<file path="src/rtl/alu_issue_pkg.sv">
// alu_issue_pkg: ALU control codes, MIPS opcode/funct values and EX-stage encodings.
package alu_issue_pkg;
    localparam logic [3:0] ALU_AND  = 4'b0000;
    localparam logic [3:0] ALU_OR   = 4'b0001;
    localparam logic [3:0] ALU_ADD  = 4'b0010;
    localparam logic [3:0] ALU_XOR  = 4'b0100;
    localparam logic [3:0] ALU_MULT = 4'b0101;
    localparam logic [3:0] ALU_SUB  = 4'b0110;
    localparam logic [3:0] ALU_SLT  = 4'b0111;
    localparam logic [3:0] ALU_SLL  = 4'b1000;
    localparam logic [3:0] ALU_SRL  = 4'b1001;
    localparam logic [3:0] ALU_SRA  = 4'b1010;
    localparam logic [3:0] ALU_DIV  = 4'b1011;
    localparam logic [3:0] ALU_NOR  = 4'b1100;

    localparam logic [5:0] OP_RTYPE = 6'h00;
    localparam logic [5:0] OP_BEQ   = 6'h04;
    localparam logic [5:0] OP_BNE   = 6'h05;
    localparam logic [5:0] OP_ADDI  = 6'h08;
    localparam logic [5:0] OP_SLTI  = 6'h0A;
    localparam logic [5:0] OP_ANDI  = 6'h0C;
    localparam logic [5:0] OP_ORI   = 6'h0D;
    localparam logic [5:0] OP_XORI  = 6'h0E;
    localparam logic [5:0] OP_LW    = 6'h23;
    localparam logic [5:0] OP_SW    = 6'h2B;

    localparam logic [5:0] F_SLL  = 6'h00;
    localparam logic [5:0] F_SRL  = 6'h02;
    localparam logic [5:0] F_SRA  = 6'h03;
    localparam logic [5:0] F_MULT = 6'h18;
    localparam logic [5:0] F_DIV  = 6'h1A;
    localparam logic [5:0] F_ADD  = 6'h20;
    localparam logic [5:0] F_SUB  = 6'h22;
    localparam logic [5:0] F_AND  = 6'h24;
    localparam logic [5:0] F_OR   = 6'h25;
    localparam logic [5:0] F_XOR  = 6'h26;
    localparam logic [5:0] F_NOR  = 6'h27;
    localparam logic [5:0] F_SLT  = 6'h2A;

    typedef enum logic {IDLE, BUSY} ex_state_t;
    typedef enum logic [1:0] {B_RT, B_SEXT, B_ZEXT, B_SHAMT} b_sel_t;
endpackage

</file>
<file path="src/rtl/alu_issue_ctrl_decode.sv">
// alu_op_decode: combinational opcode/funct to ALU control, operand select and write-back info.
module alu_op_decode
    import alu_issue_pkg::*;
(
    input  logic [5:0] opcode,
    input  logic [5:0] funct,
    output logic [3:0] ctrl,
    output b_sel_t     b_sel,
    output logic       a_rt,
    output logic       wr_en,
    output logic       wr_rd,
    output logic       is_muldiv,
    output logic       is_branch,
    output logic       is_bne,
    output logic       illegal
);
    always_comb begin
        ctrl = ALU_ADD;
        b_sel = B_RT;
        a_rt = 1'b0;
        wr_en = 1'b1;
        wr_rd = opcode == OP_RTYPE;
        is_muldiv = 1'b0;
        is_branch = 1'b0;
        is_bne = 1'b0;
        illegal = 1'b0;
        if (opcode == OP_RTYPE) begin
            case (funct)
                F_ADD:  ctrl = ALU_ADD;
                F_SUB:  ctrl = ALU_SUB;
                F_AND:  ctrl = ALU_AND;
                F_OR:   ctrl = ALU_OR;
                F_XOR:  ctrl = ALU_XOR;
                F_NOR:  ctrl = ALU_NOR;
                F_SLT:  ctrl = ALU_SLT;
                F_SLL:  begin ctrl = ALU_SLL; a_rt = 1'b1; b_sel = B_SHAMT; end
                F_SRL:  begin ctrl = ALU_SRL; a_rt = 1'b1; b_sel = B_SHAMT; end
                F_SRA:  begin ctrl = ALU_SRA; a_rt = 1'b1; b_sel = B_SHAMT; end
                F_MULT: begin ctrl = ALU_MULT; is_muldiv = 1'b1; end
                F_DIV:  begin ctrl = ALU_DIV; is_muldiv = 1'b1; end
                default: illegal = 1'b1;
            endcase
        end else begin
            case (opcode)
                OP_ADDI: b_sel = B_SEXT;
                OP_SLTI: begin ctrl = ALU_SLT; b_sel = B_SEXT; end
                OP_ANDI: begin ctrl = ALU_AND; b_sel = B_ZEXT; end
                OP_ORI:  begin ctrl = ALU_OR; b_sel = B_ZEXT; end
                OP_XORI: begin ctrl = ALU_XOR; b_sel = B_ZEXT; end
                OP_LW:   b_sel = B_SEXT;
                OP_SW:   begin b_sel = B_SEXT; wr_en = 1'b0; end
                OP_BEQ:  begin ctrl = ALU_SUB; is_branch = 1'b1; wr_en = 1'b0; end
                OP_BNE:  begin ctrl = ALU_SUB; is_branch = 1'b1; is_bne = 1'b1; wr_en = 1'b0; end
                default: illegal = 1'b1;
            endcase
        end
    end
endmodule

</file>
<file path="src/rtl/alu_issue_ctrl.sv">
// alu_issue_ctrl: execute-stage sequencer driving a shared ALU and registering its result.
// Optional ALU_ISSUE_TRAP_EN adds a trap output for illegal ops and divide-by-zero.
module alu_issue_ctrl
    import alu_issue_pkg::*;
#(
    parameter int MULDIV_LAT = 4,
    parameter int ALU_CTRL_W = 4
) (
    input  logic                  clk,
    input  logic                  rst_n,
    input  logic                  in_valid,
    output logic                  in_ready,
    input  logic [5:0]            opcode,
    input  logic [5:0]            funct,
    input  logic [4:0]            shamt,
    input  logic [15:0]           imm,
    input  logic [31:0]           rs_val,
    input  logic [31:0]           rt_val,
    input  logic [4:0]            rt_addr,
    input  logic [4:0]            rd_addr,
    output logic [31:0]           alu_a,
    output logic [31:0]           alu_b,
    output logic [ALU_CTRL_W-1:0] alu_control,
    input  logic [31:0]           alu_result,
    input  logic                  alu_zero,
    output logic                  res_valid,
    input  logic                  res_ready,
    output logic [31:0]           res_data,
    output logic                  branch_taken,
    output logic                  wr_en,
    output logic [4:0]            wr_reg
`ifdef ALU_ISSUE_TRAP_EN
    ,
    output logic                  trap
`endif
);
    logic [3:0] dec_ctrl;
    b_sel_t     dec_b_sel;
    logic       dec_a_rt, dec_wr_en, dec_wr_rd, dec_muldiv, dec_branch, dec_bne, dec_illegal;
    ex_state_t  state;
    logic [3:0] cnt;
    logic       muldiv_p, wr_en_p, br_p, bne_p;
    logic [4:0] wr_reg_p;
    logic       trap_n, cap_ready, capture, accept;
    logic [31:0] b_next;

    alu_op_decode u_dec (
        .opcode    (opcode),
        .funct     (funct),
        .ctrl      (dec_ctrl),
        .b_sel     (dec_b_sel),
        .a_rt      (dec_a_rt),
        .wr_en     (dec_wr_en),
        .wr_rd     (dec_wr_rd),
        .is_muldiv (dec_muldiv),
        .is_branch (dec_branch),
        .is_bne    (dec_bne),
        .illegal   (dec_illegal)
    );

`ifdef ALU_ISSUE_TRAP_EN
    logic trap_p;
    assign trap_n = dec_illegal || (dec_ctrl == ALU_DIV && rt_val == 32'd0);
`else
    assign trap_n = dec_illegal;
`endif

    assign b_next = dec_b_sel == B_SHAMT ? {21'b0, shamt, 6'b0} :
                    dec_b_sel == B_SEXT  ? {{16{imm[15]}}, imm} :
                    dec_b_sel == B_ZEXT  ? {16'b0, imm} : rt_val;
    assign cap_ready = state == BUSY && (!muldiv_p || cnt == 4'(MULDIV_LAT));
    assign capture = cap_ready && (!res_valid || res_ready);
    assign in_ready = state == IDLE || capture;
    assign accept = in_valid && in_ready;

    always_ff @(posedge clk or negedge rst_n) begin
        if (!rst_n) begin
            state <= IDLE;
            cnt <= 4'd0;
            alu_a <= 32'd0;
            alu_b <= 32'd0;
            alu_control <= ALU_ADD;
            muldiv_p <= 1'b0;
            wr_en_p <= 1'b0;
            br_p <= 1'b0;
            bne_p <= 1'b0;
            wr_reg_p <= 5'd0;
            res_valid <= 1'b0;
            res_data <= 32'd0;
            branch_taken <= 1'b0;
            wr_en <= 1'b0;
            wr_reg <= 5'd0;
`ifdef ALU_ISSUE_TRAP_EN
            trap_p <= 1'b0;
            trap <= 1'b0;
`endif
        end else begin
            if (accept) begin
                state <= BUSY;
                cnt <= 4'd1;
                alu_a <= dec_a_rt ? rt_val : rs_val;
                alu_b <= b_next;
                alu_control <= dec_ctrl;
                // a trapped divide skips the hold window and is captured at once
                muldiv_p <= dec_muldiv && !trap_n;
                wr_en_p <= dec_wr_en && !trap_n;
                br_p <= dec_branch;
                bne_p <= dec_bne;
                wr_reg_p <= dec_wr_rd ? rd_addr : rt_addr;
`ifdef ALU_ISSUE_TRAP_EN
                trap_p <= trap_n;
`endif
            end else if (capture) begin
                state <= IDLE;
            end else if (state == BUSY && muldiv_p && cnt != 4'(MULDIV_LAT)) begin
                cnt <= cnt + 4'd1;
            end
            if (capture) begin
                res_valid <= 1'b1;
                res_data <= alu_result;
                branch_taken <= br_p && (alu_zero ^ bne_p);
                wr_en <= wr_en_p;
                wr_reg <= wr_reg_p;
`ifdef ALU_ISSUE_TRAP_EN
                trap <= trap_p;
`endif
            end else if (res_ready) begin
                res_valid <= 1'b0;
`ifdef ALU_ISSUE_TRAP_EN
                trap <= 1'b0;
`endif
            end
        end
    end
endmodule

</file>
<file path="config.mk">
export PLATFORM = sky130hd
export DESIGN_NAME = alu_issue_ctrl
export DESIGN_NICKNAME = d
export VERILOG_FILES = /design/src/rtl/alu_issue_pkg.sv /design/src/rtl/alu_issue_ctrl_decode.sv /design/src/rtl/alu_issue_ctrl.sv
export SDC_FILE = /design/constraint.sdc
export NUM_CORES = 1
export LEC_CHECK = 0
export BUFFER_PORTS_ARGS = -buffer_cell sky130_fd_sc_hd__buf_2
export CAP_MARGIN = 10
export CORE_ASPECT_RATIO = 0.7
export CORE_UTILIZATION = 47
export DETAILED_ROUTE_END_ITERATION = 10
export HOLD_SLACK_MARGIN = 0.06
export PLACE_DENSITY = 0.78
export SKIP_LAST_GASP = 1
export SLEW_MARGIN = 30
export SYNTH_ARGS = -nofsm -noshare
export SYNTH_HDL_FRONTEND = slang
export SYNTH_SLANG_ARGS = --single-unit
</file>
<file path="constraint.sdc">
create_clock -name clk -period 2.72 [get_ports clk]
set_clock_uncertainty 0.2 [all_clocks]
set_input_delay 0.136 -clock clk [delete_from_list [all_inputs] [get_ports clk]]
set_output_delay 0.136 -clock clk [all_outputs]
set_load 0.01 [all_outputs]
</file>
Word level (Yosys, flattened, before mapping)
Index checks and enable logic that the tools add are counted.
- add/sub/neg operators: 1
- multipliers: 0
- divide/modulo/power cells: 0
- order comparisons: 0
- eq/ne operators: 26
- shifts and indexed selects: 0
- muxes and demuxes: 31
- bitwise gates (word level): 2
- reduce and logical (&&, ||, !) cells: 28
- operator list (operator ; count):
    32-bit 2-to-1 mux ; 4
    6-bit == test (second input constant) ; 9
    4-bit one-hot mux with 11 select lines ; 1
    6-bit by 4-bit == test with 1-bit output (second input constant) ; 5
    1-bit 2-to-1 mux ; 17
    4-bit 2-to-1 mux ; 4
    3-bit one-hot mux with 5 select lines ; 1
    6-bit by 2-bit == test with 1-bit output (second input constant) ; 2
    6-bit by 3-bit == test with 1-bit output (second input constant) ; 2
    6-bit by 5-bit == test with 1-bit output (second input constant) ; 2
    6-bit zero test ; 2
    12-bit OR reduction ; 1
    3-bit OR reduction ; 3
    9-bit OR reduction ; 1
    1-bit logical AND ; 8
    2-bit nonzero test ; 3
    5-bit 2-to-1 mux ; 1
    4-bit by 1-bit adder with 4-bit output (second input constant) ; 1
    2-bit == test (second input constant) ; 2
    4-bit by 3-bit == test with 1-bit output (second input constant) ; 1
    2-bit 2-to-1 mux ; 2
    4-bit by 3-bit inequality test with 1-bit output (second input constant) ; 1
    2-bit one-hot mux with 2 select lines ; 1
    2-bit OR reduction ; 2
    8 further kinds ; 12
- register bits after elaboration: 122
- bits in latches: 0
- RAM bits: 0
- memory bits (read-only): 0
- input port bits: 144
- output and inout port bits: 109
- word-level logic and storage cells: 103
- memories kept: 0

Logic depth before layout (Yosys ltp)
- depth in word-level cells: 8
- depth in mapped cells: 10
- gate-level depth less buffers: 7

Modules after synthesis
From an unflattened synthesis, not the netlist that was laid out.
- cell total of the unflattened synthesis: 572
- area, all modules: 6015.8 µm²
- modules (own cells, without submodules) (module ; times used ; cells an instance ; area each (µm²) ; seq. area each (µm²)):
    alu_issue_ctrl ; 1 ; 492 ; 5505.3 ; 3054.2
    alu_op_decode ; 1 ; 80 ; 510.5 ; 0.0

Least setup slack after synthesis
No wires, ideal clock.
- path type: reg-to-reg
- start point: register cnt[0]
- end point: register res_data[0]
- setup time: 0.125 ns
- arrival time: 1.761 ns
- data required time: 2.395 ns
- setup slack: 0.634 ns
- stages on the path, launching flop included: 9
- buffers on the path: 2
- clock period less this slack: 2.086 ns
- cell sequence: dfrtp_1 inv_1 ha_1 nand3b_1 nand2_1 and3_1 clkbuf_1 buf_1 mux2_2
- cells in the longest elaborated chain, start to end: 4
- RTL lines (what ; line ; source):
    from (decl) ; alu_issue_ctrl.sv:41 ; logic [3:0] cnt;
    from (signal assigned) ; alu_issue_ctrl.sv:116 ; cnt <= cnt + 4'd1;
    4-bit by 3-bit == test with 1-bit output ; alu_issue_ctrl.sv:71 ; assign cap_ready = state == BUSY && (!muldiv_p || cnt == 4'(MULDIV_LAT));
    1-bit logical OR ; alu_issue_ctrl.sv:71 ;
    1-bit logical AND ; alu_issue_ctrl.sv:71 ;
    1-bit logical AND ; alu_issue_ctrl.sv:72 ; assign capture = cap_ready && (!res_valid || res_ready);
    to (signal assigned) ; alu_issue_ctrl.sv:120 ; res_data <= alu_result;
    to (decl) ; alu_issue_ctrl.sv:28 ; output logic [31:0] res_data,
No other way between the ends.
A chain may end at the register's enable or synchronous reset.

Worst setup path after layout
- start point: input opcode[5]
- end point: register alu_b[6]
- cells in the longest elaborated chain, start to end: 8
- elaborated cells between the ends (all ways): 18
- those cells by class: 10 x eq/ne; 5 x mux; 3 x reduce/logical
- RTL lines (what ; line ; source):
    from (decl) ; alu_issue_ctrl.sv:13 ; input logic [5:0] opcode,
    6-bit by 4-bit == test with 1-bit output / 6-bit == test (equally long branches) ; alu_issue_ctrl_decode.sv:44 ; case (opcode)
    4-bit OR reduction (no source line) / 3-bit OR reduction (equally long branches) ; n/a ;
    2-bit one-hot mux with 2 select lines ; alu_issue_ctrl_decode.sv:44 ;
    2-bit 2-to-1 mux * ; alu_issue_ctrl_decode.sv:27 ; if (opcode == OP_RTYPE) begin
    2-bit == test ; alu_issue_ctrl.sv:70 ; dec_b_sel == B_ZEXT ? {16'b0, imm} : rt_val;
    32-bit 2-to-1 mux ; alu_issue_ctrl.sv:70 ;
    32-bit 2-to-1 mux ; alu_issue_ctrl.sv:69 ; dec_b_sel == B_SEXT ? {{16{imm[15]}}, imm} :
    32-bit 2-to-1 mux * ; alu_issue_ctrl.sv:68 ; assign b_next = dec_b_sel == B_SHAMT ? {21'b0, shamt, 6'b0} :
    to (signal assigned) ; alu_issue_ctrl.sv:102 ; alu_b <= b_next;
    to (decl) ; alu_issue_ctrl.sv:22 ; output logic [31:0] alu_b,
Mark *: on every way between the ends. The rest lies on a longest branch, timed or not.

==> summary.txt <==
status = finished, final reports clean
worst setup path start = opcode[5]
first-pass GRT wire length = 31.3 mm
gr usage total = 0.326
Clock Pin Slew Worst Setup and Hold Paths = 0.06 ns
clock root cell = clkbuf_16
initial antenna violation count = 0
GR peak layer = met2
Post-Syn Area = 5640 sq um
critical path class = in -> reg
final layout net count = 1,128
Storage cell area = 3050 sq um
post-layout min period = 2.67 ns
Hold Fails Final Rpt = 0
number of global-route vias before repair = 6,264
commonest non-fill, non-tap cell in the layout = buf_2
flops & latches, synth = 122
Design Area, Final = 9490 sq um
Power Density = 650 nW/um^2
clk buf depth = 2
worst endpoint data arrival time = 2.76 ns
Setup crit start kind = input port
Largest regs = alu_a: 32 flops, alu_b: 32 flops, res_data: 32 flops
met1 usage = 0.377
Final setup viols = 0
H-tree depth = 4
RePlAce Congestion = 0.901
number of fill cells in the layout = 639
fin crit share = 0.981
Max Fclk = 375 MHz
Area after DPL = 7050 sq um
cts bufs inserted = 17
RSZ-0062 raised after global routing = true
Top FF cell, synth = dfrtp_1
port bufs = 252
Post-Syn Instances = 558
Initial Utilization = 0.483
Seq/Total Area, Yosys = 0.541
total gr overflow = 0
synthesized area per cell = 10.1 sq um
Vias = 6,353
Slew Limit Fails = 0
syn_nets = 704
IO Count = 253
Die H = 93.7 microns
largest net degree at the start of global routing = 62
Core Area = 11,700 sq um
dpl hpwl = 11.4 mm
layout cell share with drive strength beyond 1 = 0.361
Slew @ Worst Pin = 0.777 ns
Die ar. = 12,500 sq um
Critical Path RT = 2.81 ns
grt met3 use = 0.0955
dpl ws = 0.378 ns
multi-input logic area = 2390 sq um
Netlist cell types = 52
EDFF count, synth = 0
Hold Startpoint = funct[5]
die width = 133 microns
Finished Layout Cells = 1,153
CTS tree = done
PnR worst setup slack = 0.0530 ns
detailed-route wire length per cell = 17.6 microns
dpl cells = 946
leakage = 4.55 nW
Yosys Warn Count = 0
Post-DRT Antenna Nets = 0
Rows = 33
DRC viols = 0
maxcap violations = 0
clock sinks = 122
area grow syn2layout = 68.2%
Hold Path Class = in -> reg
worst reg2reg startpoint = cnt[0]
Skew-Pair Late Insertion Delay = 0.40 ns
Rel. slew slack = 0.480
peak supply drop = 0.445 mV
grt met2 use = 0.561
setup tns final = 0 ns
crit end category = flip-flop
via/cell ratio = 5.51
Async SR Flop Fraction = 1.00
initial DRC count = 415
crit path max fanout = 11
final wirelength = 20.3 mm
most frequent cells in the layout = buf_2 (251), dlygate4sd3_1 (172), dfrtp_1 (121)
first drt pass iteration count = 6
==> final timing paths <==
check                                 end  slack [ns]  cells after the start
max reg2reg                     alu_a[19]        0.09                      9
max in group asynchronous  alu_control[3]        1.79                      3
min                        alu_control[0]        0.09                      4
min reg2reg                   wr_reg_p[0]        0.28                      2
min in group asynchronous  alu_control[1]        0.11                      2
max                              alu_b[6]        0.05                      9
==> repair_timing <==
action | in CTS | in global routing
hold buffers | 173 | 0
gates resized for setup | 0 | 12
setup endpoints to repair | 0 | 42
buffers inserted | 0 | 1
endpoints found under the hold margin | 234 | 0
==> cells in the mapped netlist (3+ instances only) <==
cell,instances,area (sq um)
a211oi_1,5,37.5
a21oi_1,20,100
a31oi_1,35,219
buf_1,6,22.5
buf_2,7,35.0
buf_6,5,56.3
clkbuf_1,16,60.1
dfrtp_1,121,3030
inv_1,7,26.3
mux2_2,38,428
mux2i_1,17,170
nand2_1,112,420
nand2b_1,6,37.5
nand3_1,7,35.0
nand3b_1,3,22.5
nor2_1,48,180
nor2b_1,5,31.3
nor3_1,6,30.0
o21a_1,6,45.0
o21ai_0,17,85.1
o21ai_1,15,75.1
o21ai_2,5,43.8
o31ai_1,15,113
==> metrics by stage <==
stage                util  power (mW)  hold slack (ns)
finish              0.812        6.17           0.0911
global route        0.812        6.43           0.0982
CTS                 0.807        6.12           0.0779
detailed placement  0.603        3.39          -0.0957
global placement    0.603        3.34           -0.111
floorplan               -        2.83           -0.360
==> critical path, stage by stage <==
cell and delay [ns]:
dlygate4sd3_1 0.54, buf_2 0.17, or3b_2 0.53, a21oi_4 0.16, nor2_2 0.07, buf_4 0.22, a211oi_1 0.28, o21ai_1 0.10
dlygate4sd3_1 0.55
==> final cells by class <==
| type | count | share of cell area |
|---|---|---|
| Sequential cell | 122 | 0.322 |
| Timing Repair Buffer | 441 | 0.334 |
| Clock inverter | 13 | 0.0200 |
| Clock buffer | 19 | 0.0477 |
| Tap cell | 157 | 0.0207 |
| Inverter | 7 | 0.00277 |
| Antenna cell | 1 | 0.000264 |
| Multi-Input combinational cell | 393 | 0.252 |
==> power breakdown <==
part	leakage (nW)	internal, mW	switching (mW)	total (mW)
combinational	2.79	0.752	0.701	1.45
clock	0.314	1.59	0.863	2.45
sequential	1.44	2.10	0.162	2.27
==> cells by family (layout without fill, tap and decap cells) <==
group | after synthesis | in the layout | synth area share
buffers and inverters | 43 | 480 | 0.0395
AOI/OAI and AO/OA | 133 | 133 | 0.153
xor gates and xnor gates | 2 | 2 | 0.00311
DFF | 122 | 122 | 0.541
muxes | 55 | 55 | 0.106
and+or+nand+nor | 201 | 201 | 0.153
other | 0 | 1 | 0
adders and majority gates | 2 | 2 | 0.00443
==> routing by layer <==
layer / vias up / share of wire
met5: - / 0
met1: 3040 / 0.38
met2: 410 / 0.49
met3: 93 / 0.083
met4: 0 / 0.041
li1: 2810 / -
Note: power is estimated with default switching activity, not from simulation.
